<file path="config.mk">
export PLATFORM = sky130hd
export DESIGN_NAME = scp_seq_ctrl_flat
export DESIGN_NICKNAME = d
export VERILOG_FILES = /design/src/rtl/scp_seq_ctrl_pkg.sv /design/src/rtl/scp_seq_ctrl_if.sv /design/src/rtl/scp_seq_ctrl_btn_edge.sv /design/src/rtl/scp_seq_ctrl.sv /design/src/flat_wrapper.sv
export SDC_FILE = /design/constraint.sdc
export NUM_CORES = 1
export LEC_CHECK = 0
export ABC_AREA = 1
export BUFFER_PORTS_ARGS = -buffer_cell sky130_fd_sc_hd__buf_2
export CAP_MARGIN = 30
export CORE_ASPECT_RATIO = 1.1
export CORE_UTILIZATION = 49
export DETAILED_ROUTE_END_ITERATION = 10
export MAX_ROUTING_LAYER = met4
export PLACE_DENSITY = 0.84
export SYNTH_ARGS = -nofsm -noshare
export SYNTH_HDL_FRONTEND = slang
export SYNTH_SLANG_ARGS = --single-unit
</file>
<file path="constraint.sdc">
create_clock -name clk -period 1.6 [get_ports clk]
set_input_delay 0.08 -clock clk [delete_from_list [all_inputs] [get_ports clk]]
set_output_delay 0.08 -clock clk [all_outputs]
set_load 0.02 [all_outputs]
</file>
<file path="src/rtl/scp_seq_ctrl_pkg.sv">
// Shared types for the three-button unlock sequencer: FSM states, button
// codes, the press descriptor and the registered output bundle.
package scp_seq_ctrl_pkg;

  typedef enum logic [2:0] {
    ST_IDLE  = 3'd0,
    ST_STG1  = 3'd1,
    ST_STG2  = 3'd2,
    ST_DONE  = 3'd3,
    ST_FAIL  = 3'd4,
    ST_CHEAT = 3'd5
  } state_t;

  typedef enum logic [1:0] {
    BTN_NONE = 2'd0,
    BTN_G    = 2'd1,
    BTN_Y    = 2'd2,
    BTN_R    = 2'd3
  } btn_code_t;

  // code is BTN_NONE whenever multi is set
  typedef struct packed {
    logic      multi;
    btn_code_t code;
  } press_t;

  typedef struct packed {
    logic       a1;
    logic       a2;
    logic       a3;
    logic       cheat;
    logic       fail;
    logic       timeout;
    logic [1:0] stage;
  } out_t;

  localparam btn_code_t DEF_SEQ0 = BTN_G;
  localparam btn_code_t DEF_SEQ1 = BTN_Y;
  localparam btn_code_t DEF_SEQ2 = BTN_G;

  function automatic out_t decode_out(input state_t s, input logic tmo);
    out_t o;
    o         = '0;
    o.timeout = tmo;
    case (s)
      ST_STG1: begin
        o.a1    = 1'b1;
        o.stage = 2'd1;
      end
      ST_STG2: begin
        o.a1    = 1'b1;
        o.a2    = 1'b1;
        o.stage = 2'd2;
      end
      ST_DONE: begin
        o.a1    = 1'b1;
        o.a2    = 1'b1;
        o.a3    = 1'b1;
        o.stage = 2'd3;
      end
      ST_FAIL:  o.fail  = 1'b1;
      ST_CHEAT: o.cheat = 1'b1;
      default:  o       = '0;
    endcase
    return o;
  endfunction

endpackage

</file>
<file path="src/rtl/scp_seq_ctrl_if.sv">
// Button levels in, stage/status flags out, plus the FSM state for observation.
// No handshake: buttons are plain levels sampled on every rising clock edge and
// every output is a registered level that is valid from the edge that sets it.
interface scp_seq_ctrl_if;
  import scp_seq_ctrl_pkg::*;

  logic       g;
  logic       y;
  logic       r;
  logic       a1;
  logic       a2;
  logic       a3;
  logic       cheat_out;
  logic       fail;
  logic       timeout;
  logic [1:0] stage;
  state_t     dbg_state;

  modport master (
    output g, y, r,
    input  a1, a2, a3, cheat_out, fail, timeout, stage, dbg_state
  );

  modport slave (
    input  g, y, r,
    output a1, a2, a3, cheat_out, fail, timeout, stage, dbg_state
  );
endinterface

</file>
<file path="src/rtl/scp_seq_ctrl_btn_edge.sv">
// Rising-edge press detector for the three buttons, encoding one press per
// cycle into a code and flagging simultaneous presses as MULTI.
module scp_seq_ctrl_btn_edge
  import scp_seq_ctrl_pkg::*;
(
  input  logic   clk,
  input  logic   rst_n,
  input  logic   i_g,
  input  logic   i_y,
  input  logic   i_r,
  output press_t o_press
);

  logic       r_prev_g;
  logic       r_prev_y;
  logic       r_prev_r;
  logic       w_press_g;
  logic       w_press_y;
  logic       w_press_r;
  logic [1:0] w_cnt;

  // Reset to 1 so a button held across reset release is not seen as a press.
  always_ff @(posedge clk) begin
    if (!rst_n) begin
      r_prev_g <= 1'b1;
      r_prev_y <= 1'b1;
      r_prev_r <= 1'b1;
    end else begin
      r_prev_g <= i_g;
      r_prev_y <= i_y;
      r_prev_r <= i_r;
    end
  end

  assign w_press_g = i_g & ~r_prev_g;
  assign w_press_y = i_y & ~r_prev_y;
  assign w_press_r = i_r & ~r_prev_r;
  assign w_cnt     = {1'b0, w_press_g} + {1'b0, w_press_y} + {1'b0, w_press_r};

  always_comb begin
    o_press       = '0;
    o_press.multi = (w_cnt > 2'd1);
    if (!o_press.multi) begin
      if (w_press_g)      o_press.code = BTN_G;
      else if (w_press_y) o_press.code = BTN_Y;
      else if (w_press_r) o_press.code = BTN_R;
      else                o_press.code = BTN_NONE;
    end
  end

endmodule

</file>
<file path="src/rtl/scp_seq_ctrl.sv">
// Unlock-game sequencer: matches three button presses against a fixed code
// under a per-step timeout, with a fixed lockout after any failure or cheat.
module scp_seq_ctrl
  import scp_seq_ctrl_pkg::*;
#(
  parameter int        TIMEOUT_CYC = 50,
  parameter int        LOCKOUT_CYC = 20,
  parameter int        CNT_W       = 8,
  parameter btn_code_t SEQ0        = DEF_SEQ0,
  parameter btn_code_t SEQ1        = DEF_SEQ1,
  parameter btn_code_t SEQ2        = DEF_SEQ2
) (
  input logic          clk,
  input logic          rst_n,
  scp_seq_ctrl_if.slave bus
);

  press_t           w_press;
  logic             w_any;
  logic             w_tmo_hit;
  logic             w_lock_hit;
  logic             w_counting;
  logic             w_expire;
  state_t           w_next;
  state_t           r_state;
  logic [CNT_W-1:0] r_timer;
  out_t             r_out;

  scp_seq_ctrl_btn_edge u_edge (
    .clk     (clk),
    .rst_n   (rst_n),
    .i_g     (bus.g),
    .i_y     (bus.y),
    .i_r     (bus.r),
    .o_press (w_press)
  );

  // MULTI is judged before the code match so two buttons at once never count.
  function automatic state_t step_next(input press_t p, input btn_code_t want,
                                       input state_t on_match);
    if (p.multi)            return ST_CHEAT;
    else if (p.code == want) return on_match;
    else if (p.code == BTN_R) return ST_CHEAT;
    else                    return ST_FAIL;
  endfunction

  assign w_any      = w_press.multi || (w_press.code != BTN_NONE);
  assign w_tmo_hit  = (r_timer == CNT_W'(TIMEOUT_CYC - 1));
  assign w_lock_hit = (r_timer == CNT_W'(LOCKOUT_CYC - 1));
  assign w_counting = (r_state == ST_STG1) || (r_state == ST_STG2) ||
                      (r_state == ST_FAIL) || (r_state == ST_CHEAT);

  always_comb begin
    w_next   = r_state;
    w_expire = 1'b0;
    case (r_state)
      ST_IDLE: begin
        if (w_any) w_next = step_next(w_press, SEQ0, ST_STG1);
      end
      ST_STG1: begin
        if (w_any) begin
          w_next = step_next(w_press, SEQ1, ST_STG2);
        end else if (w_tmo_hit) begin
          w_next   = ST_FAIL;
          w_expire = 1'b1;
        end
      end
      ST_STG2: begin
        if (w_any) begin
          w_next = step_next(w_press, SEQ2, ST_DONE);
        end else if (w_tmo_hit) begin
          w_next   = ST_FAIL;
          w_expire = 1'b1;
        end
      end
      ST_DONE: begin
        if (!w_press.multi && (w_press.code == BTN_R)) w_next = ST_IDLE;
      end
      ST_FAIL, ST_CHEAT: begin
        if (w_lock_hit) w_next = ST_IDLE;
      end
      default: w_next = ST_IDLE;
    endcase
  end

  // Outputs are decoded from the next state so they land on the same edge.
  always_ff @(posedge clk) begin
    if (!rst_n) begin
      r_state <= ST_IDLE;
      r_timer <= '0;
      r_out   <= '0;
    end else begin
      r_state <= w_next;
      if ((w_next != r_state) || !w_counting) r_timer <= '0;
      else                                    r_timer <= r_timer + 1'b1;
      r_out   <= decode_out(w_next, w_expire);
    end
  end

  assign bus.a1        = r_out.a1;
  assign bus.a2        = r_out.a2;
  assign bus.a3        = r_out.a3;
  assign bus.cheat_out = r_out.cheat;
  assign bus.fail      = r_out.fail;
  assign bus.timeout   = r_out.timeout;
  assign bus.stage     = r_out.stage;
  assign bus.dbg_state = r_state;

endmodule

</file>
<file path="src/flat_wrapper.sv">
// flat-port wrapper written by rule: the top's interface ports become plain ports
module scp_seq_ctrl_flat import scp_seq_ctrl_pkg::*;
#(
  parameter int        TIMEOUT_CYC = 50,
  parameter int        LOCKOUT_CYC = 20,
  parameter int        CNT_W       = 8,
  parameter btn_code_t SEQ0        = DEF_SEQ0,
  parameter btn_code_t SEQ1        = DEF_SEQ1,
  parameter btn_code_t SEQ2        = DEF_SEQ2
)
  (clk, rst_n, bus_g, bus_y, bus_r, bus_a1, bus_a2, bus_a3, bus_cheat_out, bus_fail, bus_timeout, bus_stage, bus_dbg_state);
  scp_seq_ctrl_if bus_i ();
  input logic clk;
  input logic rst_n;
  input wire logic [$bits(bus_i.g)-1:0] bus_g;
  input wire logic [$bits(bus_i.y)-1:0] bus_y;
  input wire logic [$bits(bus_i.r)-1:0] bus_r;
  output wire logic [$bits(bus_i.a1)-1:0] bus_a1;
  output wire logic [$bits(bus_i.a2)-1:0] bus_a2;
  output wire logic [$bits(bus_i.a3)-1:0] bus_a3;
  output wire logic [$bits(bus_i.cheat_out)-1:0] bus_cheat_out;
  output wire logic [$bits(bus_i.fail)-1:0] bus_fail;
  output wire logic [$bits(bus_i.timeout)-1:0] bus_timeout;
  output wire logic [$bits(bus_i.stage)-1:0] bus_stage;
  output wire logic [$bits(bus_i.dbg_state)-1:0] bus_dbg_state;
  assign bus_i.g = bus_g;
  assign bus_i.y = bus_y;
  assign bus_i.r = bus_r;
  assign bus_a1 = bus_i.a1;
  assign bus_a2 = bus_i.a2;
  assign bus_a3 = bus_i.a3;
  assign bus_cheat_out = bus_i.cheat_out;
  assign bus_fail = bus_i.fail;
  assign bus_timeout = bus_i.timeout;
  assign bus_stage = bus_i.stage;
  assign bus_dbg_state = bus_i.dbg_state;
  scp_seq_ctrl #(.TIMEOUT_CYC(TIMEOUT_CYC), .LOCKOUT_CYC(LOCKOUT_CYC), .CNT_W(CNT_W), .SEQ0(SEQ0), .SEQ1(SEQ1), .SEQ2(SEQ2)) u_core (.clk(clk), .rst_n(rst_n), .bus(bus_i));
endmodule
</file>
==> metrics, run 1 <==
fin util between 60 and 70%; DR iter-0 viols 25; synthesized netlist cell count ~150; worst vdd ir approximately 530 uV; Antenna Cells 0; CTS sink cnt 21; Initial Utilization between 50% and 60%; Cell Rows 17; Setup CP Type reg -> reg; Post-DP HPWL between 1500 and 2000 um; most common cell after layout, fill and taps aside nand2_1; PortBufs 15; first-pass GRT wire length ~3700 um; IO Pins 16; r2r setup slk -160 ps; Max Freq 569 MHz; via count just over 1000; Synth cell types 23; Die X between 40 and 50 um; final instance area between 1000 and 1500 um2; Placed Area 1230 um2; Layout area overhead 31.4%; Worst Max-Slew Pin Slew about 340 ps; CTS Buf Count 3; Design Power ~1.1 mW; commonest cells after routing, fill and taps aside nand2_1 (33), nor2_1 (22), dfxtp_1 (17); grt ovf 0; Die H between 50 and 60 um; Post-DRT Antenna Nets 0; drt pass-1 iters 6; vias per inst roughly 4.9; mapped cell area roughly 1100 um2; Total Routing Usage GR about 22%; fin crit share 110%; Die ar. 2360 um2; failing checks negative setup slack; clock slew at reported path FFs ~120 ps; Slew HR about 77%; YS warnings 0; Fin Clk Skew 9.61 ps; RSZ-0062 raised after global routing yes; Leakage about 0.67 nW; Yosys reg bits 21; fillers about 150; CTS tree built; max-cap violations 0; Setup TNS -1730 ps; Max clock buf depth 2; Post-Place Worst Slack -123 ps; Synthesized Nets 157; largest net degree at the start of global routing 13; Critical Path Sink Type register; pwr/cell area around 760 nW/um2; Mean Syn Cell Area between 7 and 8 um2; H-tree depth 1; Final #Nets 189; vias in the first global route ~940; Final Max Slew Viols 0; dpl cells 197; DRC 0; sequential fraction of the synthesis area 39.6%; Hold Fails Final Rpt 0; Tmin final 1760 ps; drt wl/cell 11.4 um; Root Buffer clkbuf_4; fin cells ~210; final setup fails 14; WL final 2360 um; Startpoint Class register; crit path max fanout 8; worst-skew pair later-pin latency about 300 ps; status finished, violations left; RePlAce Congestion slightly above 0.9; core area 2020 um2; Req. time, crit path ~1800 ps; crit path DAT approximately 2000 ps; initial antenna violation count 0; post-route setup slack -158 ps; fraction of layout cells with a size suffix above 1 39.4%; Worst Hold Class in -> reg; hold_ws 13.5 ps
critical path: stages, from the launching register on:
cell,delay (ps)
dfxtp_2,340
inv_2,50
nand2_2,80
ha_4,230
nand3_4,90
nand3_4,80
nand2_2,90
nand2_2,60
nand2_2,90
nand2_2,50
nand2_1,50
nand2_1,60
nor2_2,130
nand3_4,150
nor2_2,140
synth_stat cells (all sizes together):
cell type,n,share of area [%]
nand2,41,16
nor2,31,12
dfxtp,21,40
inv,19,6.7
nand3,14,8.7
nor3,4,1.9
o21ai,4,2.2
ha,3,3.5
xnor2,3,2.5
xor2,3,2.5
or2,2,1.2
and2,1,0.83
buf,1,0.71
nand4,1,0.59
nor3b,1,0.71
kinds of logic (layout without fill, tap and decap cells):
kind of cell	after synthesis	after routing	synth area share (%)
XOR/XNOR	6	6	4.95
AND/OR/NAND/NOR	95	95	42.2
adder cells (fa/ha/maj)	3	3	3.54
flip-flops	21	21	39.6
AO/OA/AOI/OAI	4	4	2.24
buffers and inverters	20	51	7.43
area by class of cell:
class	count	area (um2)	area share [%]
Clock buffer	3	22.5	1.62
Clock inverter	1	5.00	0.359
Inverter	19	73.8	5.30
Multi-Input combinational cell	108	643	46.1
Sequential cell	21	425	30.5
Tap cell	28	35.0	2.51
Timing Repair Buffer	28	189	13.6
state kept, by name (all words and copies together), names as in the netlist:
signal and flops:
u_core.bus.a3 1, u_core.u_edge.r_prev_y 1, u_core.bus.timeout 1, u_core.r_timer 8, u_core.u_edge.r_prev_r 1, u_core.bus.dbg_state 3
u_core.bus.cheat_out 1, u_core.bus.a1 1, u_core.bus.fail 1, u_core.bus.stage 2, u_core.u_edge.r_prev_g 1
final timing paths:
check | start | to | cells after the start
worst min-delay path | bus_g | u_core.u_edge.r_prev_g | 3
worst max-delay path | u_core.u_edge.r_prev_g | u_core.r_timer[3] | 14
worst min register to register | u_core.r_timer[0] | u_core.r_timer[0] | 1
worst max register to register | u_core.u_edge.r_prev_g | u_core.r_timer[3] | 14
power breakdown:
group / switching (mW) / total [mW] / leakage, nW / internal (mW)
combinational: 0.148 / 0.261 / 0.476 / 0.113
clock: 0.155 / 0.248 / 0.0177 / 0.0932
sequential: 0.0140 / 0.555 / 0.171 / 0.541
total: 0.317 / 1.06 / 0.665 / 0.748
timing repair:
item / 4_1_cts / 5_1_grt
setup endpoints to repair: 10 / 16
setup buffers: 2 / 3
gates resized for setup: 6 / 22
cloned: 0 / 0
pin swaps: 11 / 10
hold endpoints to repair: 1 / 1
hold buffers: 1 / 1
per-layer routing:
layer  wire length (um)  GRT usage [%]  part of all wire (%)
met5                  0              -                     0
met4                 26           6.86                   1.1
met3                106           7.19                   4.5
met2               1330           42.1                    56
met1                902           19.8                    38
No activity file was read; power rests on OpenSTA's default activity.
==> run 2: changes to the inputs <==
CORE_MARGIN = 5   (was not set)
MAX_ROUTING_LAYER = not set   (was met4)
==> metrics, run 2 (same netlist as run 1, synthesis figures left out) <==
crit path max fanout 8; status finished, violations left; Post-Place Worst Slack -73.9 ps; Tmin final 1710 ps; r2r setup slk -110 ps; CTS tree built; hold path endpoint u_core.u_edge.r_prev_r; RR Startpoint u_core.u_edge.r_prev_g; Req. time, crit path between 1500 and 2000 ps; core area roughly 2000 um2; clock slew at reported path FFs between 100 and 150 ps; Worst Hold Class in -> reg; PortBufs 15; Cell Rows 17; vias per inst between 4 and 5; Post-DP HPWL between 1500 and 2000 um; fin util between 60% and 70%; IO Pins 16; switching portion of total power 29.6%; drt pass-1 iters 5; Final Max Slew Viols 0; post-route setup slack -114 ps; DRC 0; RePlAce Congestion 0.927; worst vdd ir 715 uV; RSZ-0062 raised after global routing yes; crit path DAT between 1500 and 2000 ps; Max Freq roughly 600 MHz; Layout area overhead 30.2%; pwr/cell area 742 nW/um2; Setup CP Type reg -> reg; Max clock buf depth 2; Die H approximately 59 um; Slew HR about four fifths; WL final about 2400 um; Int Pwr around 0.7 mW; Fin Clk Skew about 5.2 ps; Die ar. roughly 3200 um2; Die X between 50 and 60 um; sw power around 0.30 mW; fin crit share 107%; buffering stage count on the worst path with inverters included 2; DR iter-0 viols 32; Clock Power Share 23.8%; largest net degree at the start of global routing 13; CP cell instances inv_2 -> nand2_4 -> ha_4 -> inv_1 -> nand3_1 -> nand2_1 -> nand2_2 -> nand2_2 -> nand2_2 -> nand2_1 -> nand2_1 -> nor2_2 -> nand3_4 -> nor2_1; crit-path max cell delay roughly 340 ps; Antenna Cells 0; CTS Buf Count 3; Post-DRT Antenna Nets 0; final setup fails 13; H-tree depth 1; Root Buffer clkbuf_4; Hold Fails Final Rpt 0; CP max stage cell dfxtp_2; Initial Utilization 52.0%; Critical R2R Capture u_core.r_timer[0]; first-pass GRT wire length 3730 um; CTS sink cnt 21; drt wl/cell between 10 and 15 um; largest register by flop count u_core.r_timer; worst-skew pair later-pin latency 300 ps; max reg flops 8; via count slightly above 1000; failing checks negative setup slack; CP delay by family, top simple AND/OR/NAND/NOR gates; Worst Max-Slew Pin Slew slightly above 300 ps; commonest cells after routing, fill and taps aside nand2_1 (30), nor2_1 (19), buf_2 (15), dfxtp_1 (15), inv_1 (14); R2R depth 14; combinational share of power ~22%; Total Routing Usage GR between 10% and 20%; fraction of layout cells with a size suffix above 1 a little over two fifths; initial antenna violation count 0; Seq pwr share between 50 and 60%; Setup TNS -1140 ps; WHS Path Cells 2; Leakage approximately 0.66 nW; Hold Startpoint bus_r; vias in the first global route approximately 970; grt ovf 0; Critical Path Sink Type register; max-cap violations 0; most common cell after layout, fill and taps aside nand2_1; Startpoint Class register; Final #Nets about 190
==> run 2: stage by stage <==
stage	instance area (um2)	hold WS (ps)	cells	total power [mW]
after detailed placement	1220	311	196	0.755
after global placement	1220	304	196	0.749
after CTS	1280	1.60	203	1.01
final	1380	25.3	206	1.02
after floorplan	1080	149	149	0.697
after global routing	1380	10.3	206	1.09
==> run 2: worst max-delay path by stage <==
stage / startpoint / endpoint / slack [ps] / cells after the start
6_report: u_core.u_edge.r_prev_g / u_core.r_timer[0] / -110 / 14
5_1_grt: u_core.u_edge.r_prev_g / u_core.r_timer[0] / -240 / 14
4_1_cts: u_core.u_edge.r_prev_r / u_core.r_timer[0] / -80 / 14
3_5_place_dp: u_core.u_edge.r_prev_g / u_core.r_timer[0] / -70 / 14
3_3_place_gp: u_core.u_edge.r_prev_g / u_core.r_timer[6] / -7 / 14
2_1_floorplan: u_core.u_edge.r_prev_g / u_core.r_timer[0] / 40 / 14
==> run 2: routing by layer <==
| metal | share of wire [%] | vias to the layer above | wire length [um] | track usage, % |
|---|---|---|---|---|
| li1 | - | 517 | - | - |
| met1 | 37 | 475 | 866 | 16.0 |
| met2 | 56 | 28 | 1330 | 29.9 |
| met3 | 4.9 | 4 | 116 | 4.56 |
| met4 | 1.9 | 0 | 46 | 3.20 |
| met5 | 0 | - | 0 | 0 |
==> run 2: area by class of cell <==
| type | instances | area, um2 |
|---|---|---|
| sequential | 21 | 428 |
| multi-input combinational | 108 | 657 |
| clock inverter | 1 | 5.00 |
| inverter | 19 | 73.8 |
| fill | 171 | 661 |
| clock buffer | 3 | 22.5 |
| tap | 28 | 35.0 |
| timing repair buffer | 26 | 160 |
==> run 2: power groups by stage <==
stage | sequential [mW] | combinational [mW] | clock [mW]
6_report | 0.556 | 0.225 | 0.244
5_1_grt | 0.557 | 0.247 | 0.283
4_1_cts | 0.554 | 0.198 | 0.256
3_5_place_dp | 0.565 | 0.190 | 0
3_3_place_gp | 0.564 | 0.184 | 0
2_1_floorplan | 0.577 | 0.120 | 0
==> run 2: repair_timing <==
item / in CTS / in global routing
buffers inserted: 2 / 3
hold buffers: 1 / 0
pin swaps: 9 / 19
gates resized for setup: 6 / 26
endpoints found under the setup margin: 10 / 15
hold endpoints to repair: 1 / 0
==> run 3: changes to the inputs <==
SKIP_LAST_GASP = 1   (was not set)
==> metrics, run 3 (same netlist as run 1, synthesis figures left out) <==
Post-DRT Antenna Nets 0; core area about 2000 um2; Antenna Cells 0; Root Buffer clkbuf_4; RePlAce Congestion between 0.9 and 1; most common cell after layout, fill and taps aside nand2_1; largest register by flop count u_core.r_timer; Leakage between 0.6 and 0.7 nW; Setup CP Type reg -> reg; Setup crit end u_core.r_timer[0]; initial antenna violation count 0; hold_ws around 25 ps; status finished, violations left; Die X between 50 and 60 um; failing checks negative setup slack; vias in the first global route approximately 970; max reg flops 8; DRC 0; via count between 1000 and 1500; Critical R2R Capture u_core.r_timer[0]; drt wl/cell roughly 11 um; H-tree depth 1; Worst Max-Slew Pin Slew about 310 ps; combinational share of power between 20 and 25%; Cell Rows 17; WL final ~2400 um; Int Pwr about 0.72 mW; fraction of layout cells with a size suffix above 1 a little over two fifths; Initial Utilization around half; Final #Nets roughly 190; RR Startpoint u_core.u_edge.r_prev_g; CTS Buf Count 3; grt ovf 0; Die ar. about 3200 um2; Fin Clk Skew between 5 and 6 ps; switching portion of total power between 20% and 30%; CTS tree built; Req. time, crit path 1840 ps; fin crit share 107%; sw power between 0.3 and 0.4 mW; clock slew at reported path FFs 110 ps; post-route setup slack -114 ps; IO Pins 16; worst vdd ir just over 700 uV; CP Launch Point u_core.u_edge.r_prev_g; Total Routing Usage GR about 16%; final setup fails 13; Seq pwr share 54.2%; largest net degree at the start of global routing 13; final instance area approximately 1400 um2; Hold Fails Final Rpt 0; pwr/cell area ~740 nW/um2; max-cap violations 0; r2r setup slk -110 ps; Final Max Slew Viols 0; CTS sink cnt 21; crit path DAT 1950 ps; Tmin final approximately 1700 ps; Layout area overhead 30.2%; Worst Hold Class in -> reg; Startpoint Class register; RSZ-0062 raised after global routing yes; Critical Path Sink Type register; Placed Area 1220 um2; Max clock buf depth 2; crit path max fanout 8; Slew HR approximately four fifths; first-pass GRT wire length approximately 3700 um; Post-DP HPWL 1730 um; vias per inst ~5.0; worst-skew pair later-pin latency roughly 300 ps; DR iter-0 viols 32; Die H 58.8 um; PortBufs 15; commonest cells after routing, fill and taps aside nand2_1 (30), nor2_1 (19), buf_2 (15), dfxtp_1 (15), inv_1 (14); Clock Power Share between 20% and 30%; drt pass-1 iters 5; Max Freq between 500 and 600 MHz; R2R depth 14
-- run 3: cell counts in the layout (fill, tap and decap cells not counted) --
No cell type changed its count.
-- run 3: through the flow --
step	worst slack (ps)	utilization, %	power (mW)	std cells	setup TNS (ps)
finish	-114	67.6	1.02	206	-1140
detailed placement	-73.9	59.7	0.755	196	-585
floorplan	36.6	-	0.697	149	0
global placement	-7.23	59.7	0.749	196	-27.4
CTS	-83.5	62.6	1.01	203	-509
global route	-241	67.6	1.09	206	-2840
-- run 3: layout make-up --
class                           instances  area [um2]
Multi-Input combinational cell        108         657
Timing Repair Buffer                   26         160
Sequential cell                        21         428
Clock inverter                          1        5.00
Inverter                               19        73.8
Fill cell                             171         661
Clock buffer                            3        22.5
Tap cell                               28        35.0
-- run 3: layer usage --
| metal | GRT usage (%) | vias to the layer above | routed length [um] |
|---|---|---|---|
| li1 | - | 517 | - |
| met4 | 3.20 | 0 | 46 |
| met1 | 16.0 | 475 | 866 |
| met3 | 4.56 | 4 | 116 |
| met2 | 29.9 | 28 | 1330 |
| met5 | 0 | - | 0 |
-- run 3: power groups by stage --
stage | Sequential (mW) | Combinational [mW] | Clock (mW)
floorplan | 0.577 | 0.120 | 0
global placement | 0.564 | 0.184 | 0
detailed placement | 0.565 | 0.190 | 0
CTS | 0.554 | 0.198 | 0.256
global route | 0.557 | 0.247 | 0.283
finish | 0.556 | 0.225 | 0.244
-- run 3: how the worst min path moves through the flow --
stage,slack [ps],depth (start not counted),startpoint,endpoint
2_1_floorplan,150,1,rst_n,u_core.u_edge.r_prev_g
3_3_place_gp,300,3,bus_g,u_core.u_edge.r_prev_g
3_5_place_dp,310,2,rst_n,u_core.u_edge.r_prev_g
4_1_cts,2,3,bus_g,u_core.u_edge.r_prev_g
5_1_grt,10,2,bus_r,u_core.u_edge.r_prev_r
6_report,30,2,bus_r,u_core.u_edge.r_prev_r
-- run 3: worst max-delay path, stage by stage (launching register included) --
cell and delay, ps:
dfxtp_2 340, inv_2 60, nand2_4 50, ha_4 250, inv_1 50, nand3_1 100, nand2_1 110, nand2_2 60
nand2_2 80, nand2_2 60, nand2_1 60, nand2_1 60, nor2_2 140, nand3_4 140, nor2_1 110
-- run 3: what timing repair did --
item / 4_1_cts / 5_1_grt
hold endpoints to repair: 1 / 0
pin swaps: 9 / 19
cloned: 0 / 0
hold buffers: 1 / 0
resized for setup: 6 / 26
setup endpoints to repair: 10 / 15
buffers inserted: 2 / 3
